[src/rtl/cpu_types_pkg.sv]
// Shared CPU types: machine word, RAM controller status and memory arbiter states.
package cpu_types_pkg;

  typedef logic [31:0] word_t;

  typedef enum logic [1:0] {
    FREE   = 2'd0,
    BUSY   = 2'd1,
    ACCESS = 2'd2,
    ERROR  = 2'd3
  } ramstate_t;

  typedef enum logic [1:0] {
    IDLE   = 2'd0,
    DREAD  = 2'd1,
    DWRITE = 2'd2,
    IREAD  = 2'd3
  } arbstate_t;

endpackage

[src/rtl/mem_arbiter.sv]
// Serialises dcache read/write and icache read requests onto the single-port RAM.
// Optional MEMARB_TIMEOUT_EN aborts a transaction left TIMEOUT cycles without ACCESS (merr pulse).
module mem_arbiter
  import cpu_types_pkg::*;
#(
  parameter int STARVE_MAX = 4,
  parameter int TIMEOUT    = 64
) (
  input  logic      CLK,
  input  logic      nRST,
  input  logic      iREN,
  input  word_t     iaddr,
  output logic      iwait,
  output word_t     iload,
  input  logic      dREN,
  input  logic      dWEN,
  input  word_t     daddr,
  input  word_t     dstore,
  output logic      dwait,
  output word_t     dload,
  output logic      ramREN,
  output logic      ramWEN,
  output word_t     ramaddr,
  output word_t     ramstore,
  input  word_t     ramload,
  input  ramstate_t ramstate,
  output logic      merr,
  output arbstate_t state_o
);

  if (STARVE_MAX < 1 || STARVE_MAX > 15 || TIMEOUT < 1) begin : g_bad_params
    $error("mem_arbiter: STARVE_MAX must be 1..15 and TIMEOUT at least 1");
  end

  localparam logic [3:0] StarveMax = 4'(STARVE_MAX);

  // Handshake: a request bit is "valid", its wait line is an inverted "ready".
  // The transfer completes in the single cycle the wait line is low; the requester
  // holds address/data stable until then and may withdraw (drop the bit) before it.

  arbstate_t  state_q, state_d;
  logic [3:0] starve_q, starve_d;
  logic       done;
  logic       own_req;
  logic       tmo_hit;

`ifdef MEMARB_TIMEOUT_EN
  localparam int TW = $clog2(TIMEOUT + 1);
  localparam logic [TW-1:0] TmoLast = TW'(TIMEOUT - 1);
  logic [TW-1:0] tmo_q, tmo_d;
`endif

  always_ff @(posedge CLK or negedge nRST) begin
    if (!nRST) begin
      state_q  <= IDLE;
      starve_q <= '0;
`ifdef MEMARB_TIMEOUT_EN
      tmo_q    <= '0;
`endif
    end else begin
      state_q  <= state_d;
      starve_q <= starve_d;
`ifdef MEMARB_TIMEOUT_EN
      tmo_q    <= tmo_d;
`endif
    end
  end

  always_comb begin
    state_d  = state_q;
    starve_d = starve_q;
    iwait    = 1'b1;
    dwait    = 1'b1;
    ramREN   = 1'b0;
    ramWEN   = 1'b0;
    ramaddr  = '0;
    ramstore = '0;
    done     = (ramstate == ACCESS);
    tmo_hit  = 1'b0;

    case (state_q)
      DREAD:   own_req = dREN;
      DWRITE:  own_req = dWEN;
      IREAD:   own_req = iREN;
      default: own_req = 1'b0;
    endcase

`ifdef MEMARB_TIMEOUT_EN
    tmo_d   = (state_q == IDLE) ? '0 : tmo_q + TW'(1);
    tmo_hit = (state_q != IDLE) && !done && (tmo_q == TmoLast);
`endif
    merr = tmo_hit;

    case (state_q)
      IDLE: begin
        // The icache is forced ahead once the dcache has been granted StarveMax times in a row.
        if (iREN && ((starve_q == StarveMax) || !(dREN || dWEN))) begin
          state_d  = IREAD;
          starve_d = '0;
        end else if (dWEN || dREN) begin
          state_d  = dWEN ? DWRITE : DREAD;
          starve_d = iREN ? starve_q + 4'd1 : '0;
        end else begin
          starve_d = '0;
        end
      end
      DREAD: begin
        ramREN  = 1'b1;
        ramaddr = daddr;
        dwait   = !done;
      end
      DWRITE: begin
        ramWEN   = 1'b1;
        ramaddr  = daddr;
        ramstore = dstore;
        dwait    = !done;
      end
      IREAD: begin
        ramREN  = 1'b1;
        ramaddr = iaddr;
        iwait   = !done;
      end
      default: state_d = IDLE;
    endcase

    if (state_q != IDLE && (done || !own_req || tmo_hit)) begin
      state_d = IDLE;
    end
  end

  assign iload   = ramload;
  assign dload   = ramload;
  assign state_o = state_q;

endmodule
[config.mk]
export PLATFORM = sky130hd
export DESIGN_NAME = mem_arbiter
export DESIGN_NICKNAME = d
export VERILOG_FILES = /design/src/rtl/cpu_types_pkg.sv /design/src/rtl/mem_arbiter.sv
export SDC_FILE = /design/constraint.sdc
export NUM_CORES = 1
export LEC_CHECK = 0
export ABC_AREA = 0
export ABC_CLOCK_PERIOD_IN_PS = 2700
export BUFFER_PORTS_ARGS = -buffer_cell sky130_fd_sc_hd__buf_2
export CELL_PAD_IN_SITES_DETAIL_PLACEMENT = 0
export CELL_PAD_IN_SITES_GLOBAL_PLACEMENT = 1
export CORE_AREA = 2 2 106 108
export CTS_BUF_LIST = sky130_fd_sc_hd__clkbuf_8
export DETAILED_ROUTE_END_ITERATION = 7
export DIE_AREA = 0 0 108 110
export PLACE_DENSITY = 0.89
export SYNTH_ARGS = -nofsm -noshare
export SYNTH_HDL_FRONTEND = slang
export SYNTH_SLANG_ARGS = --single-unit
export TNS_END_PERCENT = 20
[constraint.sdc]
create_clock -name CLK -period 2.7 [get_ports CLK]
set_input_delay 0.135 -clock CLK [delete_from_list [all_inputs] [get_ports CLK]]
set_output_delay 0.135 -clock CLK [all_outputs]
set_load 0.01 [all_outputs]
==> results of run 1 <==
## power groups by stage
| stage | combinational (mW) | sequential (mW) | clock (mW) |
|---|---|---|---|
| 2_1_floorplan | 0.792 | 0.139 | 0 |
| 3_3_place_gp | 1.11 | 0.136 | 0 |
| 3_5_place_dp | 1.13 | 0.138 | 0 |
| 4_1_cts | 1.14 | 0.137 | 0.135 |
| 5_1_grt | 1.24 | 0.142 | 0.143 |
| 6_report | 1.12 | 0.138 | 0.131 |
## layout make-up
class                   count  share of cell area
clock buffers               3              0.0193
multi-input cells         133               0.400
flip-flops and latches      6              0.0703
well taps                 140              0.0820
repair buffers            177               0.422
inverters                   4             0.00703
## metal layers
layer	vias up	global-route usage	part of all wire
li1	883	-	-
met1	839	0.0944	0.36
met2	101	0.153	0.50
met3	32	0.0165	0.094
met4	0	0.0577	0.042
met5	-	0	0
## sequential cells by signal, summed over array words and instances (netlist names)
register,flops
starve_q,4
state_o,2
## cells by family after synthesis
family                     count (synthesis)
AOI/OAI and AO/OA                         46
adders and majority gates                  7
buffers and inverters                     85
DFF                                        6
other                                      1
and+or+nand+nor                           79
## placed cells by master (no fill, tap or decap), types with 2 or more instances in the layout
cell,n
buf_2,172
nand2_1,4
dfrtp_1,6
o31ai_1,2
nor2_1,33
clkbuf_8,3
inv_1,4
buf_4,4
a21o_1,2
ha_1,7
a22o_1,3
nor2b_1,4
a22oi_1,32
and2_1,32
## critical path, cell delays in order (launching register included)
cell and delay, ns:
dfrtp_1 0.41, inv_1 0.10, ha_1 0.29, buf_4 0.32, a22oi_1 0.17, nor2_1 0.12, buf_2 0.14
## worst min-delay path by stage
stage	to	slack (ns)
4_1_cts	iload[11]	0.27
3_3_place_gp	starve_q[2]	-0.04
3_5_place_dp	starve_q[2]	-0.03
5_1_grt	dload[20]	0.27
2_1_floorplan	starve_q[0]	-0.16
6_report	starve_q[0]	0.27
## per-stage QoR
step / hold WS, ns / area (um^2)
3_3_place_gp: -0.0357 / 2080
4_1_cts: 0.270 / 2140
2_1_floorplan: -0.161 / 1580
3_5_place_dp: -0.0347 / 2080
6_report: 0.268 / 2140
5_1_grt: 0.270 / 2140
==> results.md, run 1 <==
* Crit end category: primary output
* DRT iter0 DRCs at 76
* Fin nets at 467
* Clock power share at 0.095
* Num rows at 38
* Total Routing Usage GR at 0.0866
* CTS tree: built
* Clock latency on the worst-skew pair at 0.22 ns
* Post-Syn Area per Cell at 7.03 um^2
* Setup CP Type: reg2out
* Top-count cell post-synth: buf_4
* Num CTS Buffers at 3
* Die span in x at 108 um
* Multi-input gate area at 853 um^2
* Flop pwr share at 0.099
* Initial DRT Pass Iterations at 4
* Dominant synthesized flop cell: dfrtp_1
* Flops & latches, synth at 6
* Main combinational cell family by area after synthesis: buffers and inverters
* Worst Path Required at 2.57 ns
* Setup Skew at 0.00120 ns
* Max frequency at 0.522 GHz
* Yosys Warn Count at 0
* Number of vias per cell at 4.01
* Reg2Reg Setup Slack at 0.95 ns
* Initial antenna violation count at 0
* Clock tree buffer depth at 2
* Logic pwr share at 0.806
* Finished Core Util at 0.200
* Sw frac at 0.512
* R2R cell count at 5
* Post-synth cell types at 29
* Core box area at 10700 um^2
* Pleak at 1.25 nW
* Wire per inst at 12.9 um
* Post-synth ARST share at 1.00
* Mux contribution to synthesized area at 0
* Syn Inst Count at 224
* Final routed DRC violation total at 0
* Final Hold Viols at 0
* First-pass GRT wire length at 8150 um
* Post-synth net total at 366
* Post-Syn Area at 1580 um^2
* Synth Area in Compound Gates at 0.220
* Crit share post-route at 0.710
* # port buffers at 172
* Pwr per Cell Area at 649 nW/um^2
* Die height at 110 um
* Final WS setup at 0.784 ns
* Yosys top cell by area: buf_4
* Most frequent cells after synthesis: buf_4 (65), nor2_1 (33), a22oi_1 (32), and2_1 (32), clkbuf_1 (14)
* EDFF count, synth at 0
* Non-Filler Instances at 463
* Critical Path Start: state_o[0]
* Maximum vdd drop at 0.234 mV
* Max_cap viols at 0
* Synth Area in XOR/XNOR at 0
* Total area of sequential cells at 150 um^2
* Minimum clock period at 1.92 ns
* Final setup TNS at 0 ns
* Cell count after placement at 459
* Int Pwr at 677 uW
* # H-tree levels at 1
* RSZ-0062 raised after global routing: no
* CTS Hold Bufs at 1
* Final setup viols at 0
* Boundary Pins at 270
* Startpoint types: register
* Fraction of final layout cells with drive strength greater than 1 at 0.560
* Worst-path fanout max at 33
* Detailed placer's ending HPWL at 4940 um
* Synth top area share at 0.310
* Clock-pin slew on the worst setup and hold paths at 0.04 ns
* Switch Pwr at 710 uW
* Detail Route Antenna Nets at 0
* Power Total at 1.39 mW
* Synth-to-layout area growth at 35.6%
* Sequential share of the synthesized area at 0.0953
* Area contributors post-synth: buf_4 (31%), a22oi_1 (15%), and2_1 (13%)
* Setup WS pre-CTS at 0.954 ns
* Via count at 1855
* CTS sink count at 6
* Clock root cell: clkbuf_8
* Routability cong. at 0.823
* Post-CTS sizing at 0
* Largest net degree at the start of global routing at 35
* Max Slew Vio Count at 0
* Initial Util at 0.147
* Adder-cell share of the synthesized area at 0.0556
* Simple-gate share of the synthesized area at 0.264
* # Post-CTS Setup Buffers at 0
* GR Overflow Total at 0
* WL final at 5990 um
* Reg-to-Reg Start: state_o[1]
* Vias in the first global route at 1613
* Status: complete, no violations
* Type of the most critical hold path: in2async
* Crit path DAT at 1.78 ns
* N_diodes at 0
* Worst Setup EP: ramaddr[27]
* # fillers at 1207
* R2r endpoint: state_o[0]
* Die Footprint at 11900 um^2
No activity file was read; power rests on OpenSTA's default activity.
==> inputs of run 2 (changes only) <==
- ABC_CLOCK_PERIOD_IN_PS: 2700 -> 1500
- CORE_AREA: 2 2 106 108 -> unset
- CORE_MARGIN: unset -> 1
- CORE_UTILIZATION: unset -> 14
- DIE_AREA: 0 0 108 110 -> unset
- clock period: 2.7 -> 1.5 ns (I/O delays scaled with it)
==> run 2 against run 1 <==
  * The run now ends with negative setup slack left
  * Global-route usage rose by 0.29 points
  * Clock skew rose by 0.0058 ns
  * Combinational power is 120% higher
==> results.md, run 2 (synthesized netlist as in run 1, its figures left out) <==
* Largest net degree at the start of global routing at 34
* Die Footprint at 11700 um^2
* Final routed DRC violation total at 0
* Final setup viols at 54
* Grt met2 use at 0.158
* Critical hold path startpoint: ramload[25]
* GR Overflow Total at 0
* DRT iter0 DRCs at 73
* Pleak at 1.29 nW
* Minimum clock period at 1.59 ns
* Status: complete, but fails checks
* Crit end category: primary output
* Number of vias per cell at 3.91
* Power Total at 2.94 mW
* Max Slew Vio Count at 0
* Final Hold Viols at 0
* Crit path DAT at 1.52 ns
* Num rows at 38
* Reg-to-Reg Start: state_o[0]
* Final WS setup at -0.0945 ns
* Clock tree buffer depth at 2
* N_diodes at 0
* Core box area at 10900 um^2
* Initial DRT Pass Iterations at 4
* Grt met3 use at 0.0133
* Reg2Reg Setup Slack at 0.04 ns
* Startpoint types: register
* WL final at 5920 um
* Most frequent cells in the layout: buf_2 (172), nor2_1 (33), and2_1 (32)
* Die height at 108 um
* Max reg flops at 4
* Num CTS Buffers at 3
* # port buffers at 172
* Finished Core Util at 0.215
* # fillers at 1253
* Initial Util at 0.145
* Detailed placer's ending HPWL at 4670 um
* Cell count after placement at 460
* Non-Filler Instances at 467
* Max_cap viols at 0
* Setup CP Type: reg2out
* Boundary Pins at 270
* Worst hold endpoint: dload[25]
* Setup Skew at 0.00695 ns
* Pwr per Cell Area at 1260 nW/um^2
* First-pass GRT wire length at 7940 um
* Most common cell after layout, fill and taps aside: buf_2
* Most flops, register: starve_q
* CTS sink count at 6
* Vias in the first global route at 1616
* Clock root cell: clkbuf_8
* Worst Path Required at 1.42 ns
* Type of the most critical hold path: in2out
* Via count at 1825
* Crit share post-route at 1.06
* Total Routing Usage GR at 0.0895
* Failing checks: negative setup slack
* Clock-pin slew on the worst setup and hold paths at 0.04 ns
* Wire per inst at 12.7 um
* CTS tree: built
* Fraction of final layout cells with drive strength greater than 1 at 0.639
* Synth-to-layout area growth at 48.4%
* M1 GR Usage at 0.0984
* Detail Route Antenna Nets at 0
* Initial antenna violation count at 0
* # H-tree levels at 1
* Routability cong. at 0.688
* Die span in x at 108 um
* Setup WS pre-CTS at 0.0404 ns
* Max frequency at 0.627 GHz
* Maximum vdd drop at 0.454 mV
* Hold_ws at 0.150 ns
* RSZ-0062 raised after global routing: yes
* R2r endpoint: state_o[0]
* R2R cell count at 4
* Hold Crit Depth at 0
* Worst-path fanout max at 10
* Clock latency on the worst-skew pair at 0.23 ns
* Busiest grt layer: met2
* Fin nets at 470
==> run 2: cell count changes in the layout (fill, tap and decap cells not counted), sizes merged <==
cell | previous run | this run
inv | 4 | 5
buf | 176 | 179
==> run 2: stage by stage <==
step	instance area, um^2	TNS (ns)
final	2340	-2.22
after global routing	2340	-6.78
after CTS	2290	-3.20
after detailed placement	2130	0
after global placement	2130	0
after floorplan	1600	-0.0244
==> run 2: repair_timing <==
item | in CTS | in global routing
pin swaps | 5 | 2
endpoints found under the hold margin | 6 | 0
buffers inserted | 2 | 0
hold buffers | 1 | 0
setup endpoints to repair | 67 | 67
resized for setup | 18 | 9
==> run 2: worst max path at each step <==
| stage | from | end | slack [ns] | cells past startpoint |
|---|---|---|---|---|
| after CTS | state_o[0] | ramREN | -0.1 | 4 |
| after detailed placement | state_o[1] | state_o[0] | 0.04 | 5 |
| after global placement | state_o[1] | state_o[0] | 0.06 | 5 |
| after floorplan | state_o[1] | state_o[0] | -0.02 | 6 |
| after global routing | state_o[0] | ramaddr[15] | -0.15 | 6 |
| final | state_o[0] | ramREN | -0.09 | 4 |
==> run 2: area by class of cell <==
cell class	count	area (um^2)	area share
Clock buffer	3	41.3	0.0177
Clock inverter	1	3.75	0.00161
Inverter	4	17.5	0.00749
Multi-Input combinational cell	133	966	0.413
Sequential cell	6	153	0.0653
Tap cell	140	175	0.0749
Timing Repair Buffer	180	981	0.420
==> run 2: worst max-delay path, cell delays in order (launching register included) <==
cell     delay, ns
dfrtp_2       0.44
ha_2          0.23
buf_4         0.18
or2_2         0.28
buf_2         0.16
==> run 2: power breakdown <==
part	switching [mW]	total (mW)	internal [mW]
Combinational	1.30	2.42	1.13
Clock	0.0790	0.256	0.177
Sequential	0.0471	0.257	0.209
Total	1.42	2.94	1.52
==> run 2: metal layers <==
layer	routed length, um	vias to the layer above
li1	-	890
met1	2210	782
met2	2920	119
met3	544	34
met4	253	0
met5	0	-
==> inputs of run 3 (changes only) <==
- PLACE_DENSITY: 0.89 -> 0.81
==> run 3 against run 2 <==
  * The flow still finishes with violations (negative setup slack)
  * First-iteration DRC count decreased by 27%
  * Die area unchanged
  * Cell area increased by 0.27%
  * Worst setup slack got worse by 0.0034 ns
  * Cell count increased by 0.21%
  * Largest cell class unchanged
  * Critical path depth unchanged
  * Global-route usage decreased by 0.13 points
==> results.md, run 3 (synthesized netlist as in run 1, its figures left out) <==
* GR Overflow Total at 0
* Final WS setup at -0.0979 ns
* Final Hold Viols at 0
* Initial antenna violation count at 0
* Worst Path Required at 1.42 ns
* Pwr per Cell Area at 1260 nW/um^2
* Total area of sequential cells at 153 um^2
* Initial DRT Pass Iterations at 4
* Pleak at 1.30 nW
* Clock root cell: clkbuf_8
* Core box area at 10900 um^2
* Max_cap viols at 0
* CTS sink count at 6
* Critical Path Start: state_o[0]
* Sw frac at 0.480
* Setup WS pre-CTS at -0.0256 ns
* Fin nets at 471
* Final setup viols at 39
* RSZ-0062 raised after global routing: yes
* Multi-input gate area at 961 um^2
* Largest net degree at the start of global routing at 34
* Placed cell areas at 2130 um^2
* Max Slew Vio Count at 0
* Number of vias per cell at 4.12
* DRT iter0 DRCs at 53
* Setup Skew at 0.00419 ns
* Wire per inst at 12.5 um
* Detailed placer's ending HPWL at 4780 um
* # port buffers at 172
* # H-tree levels at 1
* Clock latency on the worst-skew pair at 0.23 ns
* Via count at 1930
* Num rows at 38
* Setup CP Type: reg2out
* WL final at 5870 um
* Routability cong. at 0.678
* CTS tree: built
* Fraction of final layout cells with drive strength greater than 1 at 0.637
* N_diodes at 0
* Max frequency at 0.626 GHz
* Num CTS Buffers at 3
* Switch Pwr at 1.42 mW
* Vias in the first global route at 1715
* First-pass GRT wire length at 7920 um
* Detail Route Antenna Nets at 0
* Boundary Pins at 270
* Crit end category: primary output
* Crit share post-route at 1.07
* Most flops, register: starve_q
* Most frequent cells in the layout: buf_2 (172), nor2_1 (33), and2_1 (32)
* Logic pwr share at 0.828
* Clock power share at 0.084
* Most common cell after layout, fill and taps aside: buf_2
* Die height at 108 um
* Crit path DAT at 1.52 ns
* Die Footprint at 11700 um^2
* Int Pwr at 1.54 mW
* Clock tree buffer depth at 2
* Flop pwr share at 0.088
* Initial Util at 0.145
* Maximum vdd drop at 0.415 mV
* Die span in x at 108 um
* Failing checks: negative setup slack
* Minimum clock period at 1.60 ns
* # fillers at 1214
* Worst-path fanout max at 27
* Critical hold path startpoint: ramload[10]
* Startpoint types: register
* Max reg flops at 4
* Reg-to-Reg Start: state_o[0]
* Total Routing Usage GR at 0.0883
* Status: complete, but fails checks
* Type of the most critical hold path: in2out
* Synth-to-layout area growth at 48.8%
* Fin area at 2340 um^2
* Clock-pin slew on the worst setup and hold paths at 0.04 ns
* Final routed DRC violation total at 0
-- run 3: worst max-delay path, stage by stage (launching register included) --
cell     delay [ns]
dfrtp_2        0.45
ha_2           0.24
buf_12         0.17
or2_2          0.28
buf_2          0.14
-- run 3: stage by stage --
step / instances / util / power (mW) / TNS, ns / hold slack (ns)
after floorplan: 224 / - / 1.72 / -0.0244 / -0.221
after global placement: 460 / 0.195 / 2.32 / 0 / -0.0935
after detailed placement: 460 / 0.195 / 2.38 / -0.0309 / -0.0947
after CTS: 468 / 0.211 / 2.91 / -3.25 / 0.150
after global routing: 468 / 0.215 / 3.22 / -6.95 / 0.150
final: 468 / 0.215 / 2.96 / -2.24 / 0.150
-- run 3: per-layer routing --
metal,up-vias,track usage,share of wire
met5,-,0,0
met4,0,0.0744,0.053
met3,35,0.0175,0.10
met2,132,0.158,0.49
met1,869,0.0873,0.35
li1,894,-,-
-- run 3: power by group through the flow --
stage / combinational (mW) / sequential [mW] / clock [mW]
floorplan: 1.47 / 0.256 / 0
global placement: 2.07 / 0.252 / 0
detailed placement: 2.12 / 0.258 / 0
CTS: 2.40 / 0.257 / 0.256
global route: 2.70 / 0.267 / 0.260
finish: 2.45 / 0.261 / 0.249
-- run 3: final cells by class --
type | count | area share
clock buffer | 3 | 0.0176
clock inverter | 1 | 0.00160
inverter | 4 | 0.00747
multi-input combinational | 133 | 0.410
sequential | 6 | 0.0651
tap | 140 | 0.0747
timing repair buffer | 181 | 0.423
-- run 3: timing repair --
action                                 CTS  global route
gates resized for setup                 17            10
pin swaps                                6             4
cloned                                   0             0
setup endpoints to repair               68            68
setup buffers                            3             0
endpoints found under the hold margin    6             0
hold buffers                             1             0
-- run 3: final timing paths --
kind / endpoint / slack [ns] / cells past startpoint
worst max register to register: state_o[0] / -0.06 / 4
min in group asynchronous: starve_q[3] / 0.22 / 2
worst min-delay path: dload[10] / 0.15 / 0
max in group asynchronous: state_o[0] / 1.13 / 2
worst min register to register: starve_q[3] / 0.55 / 1
worst max-delay path: ramREN / -0.1 / 4
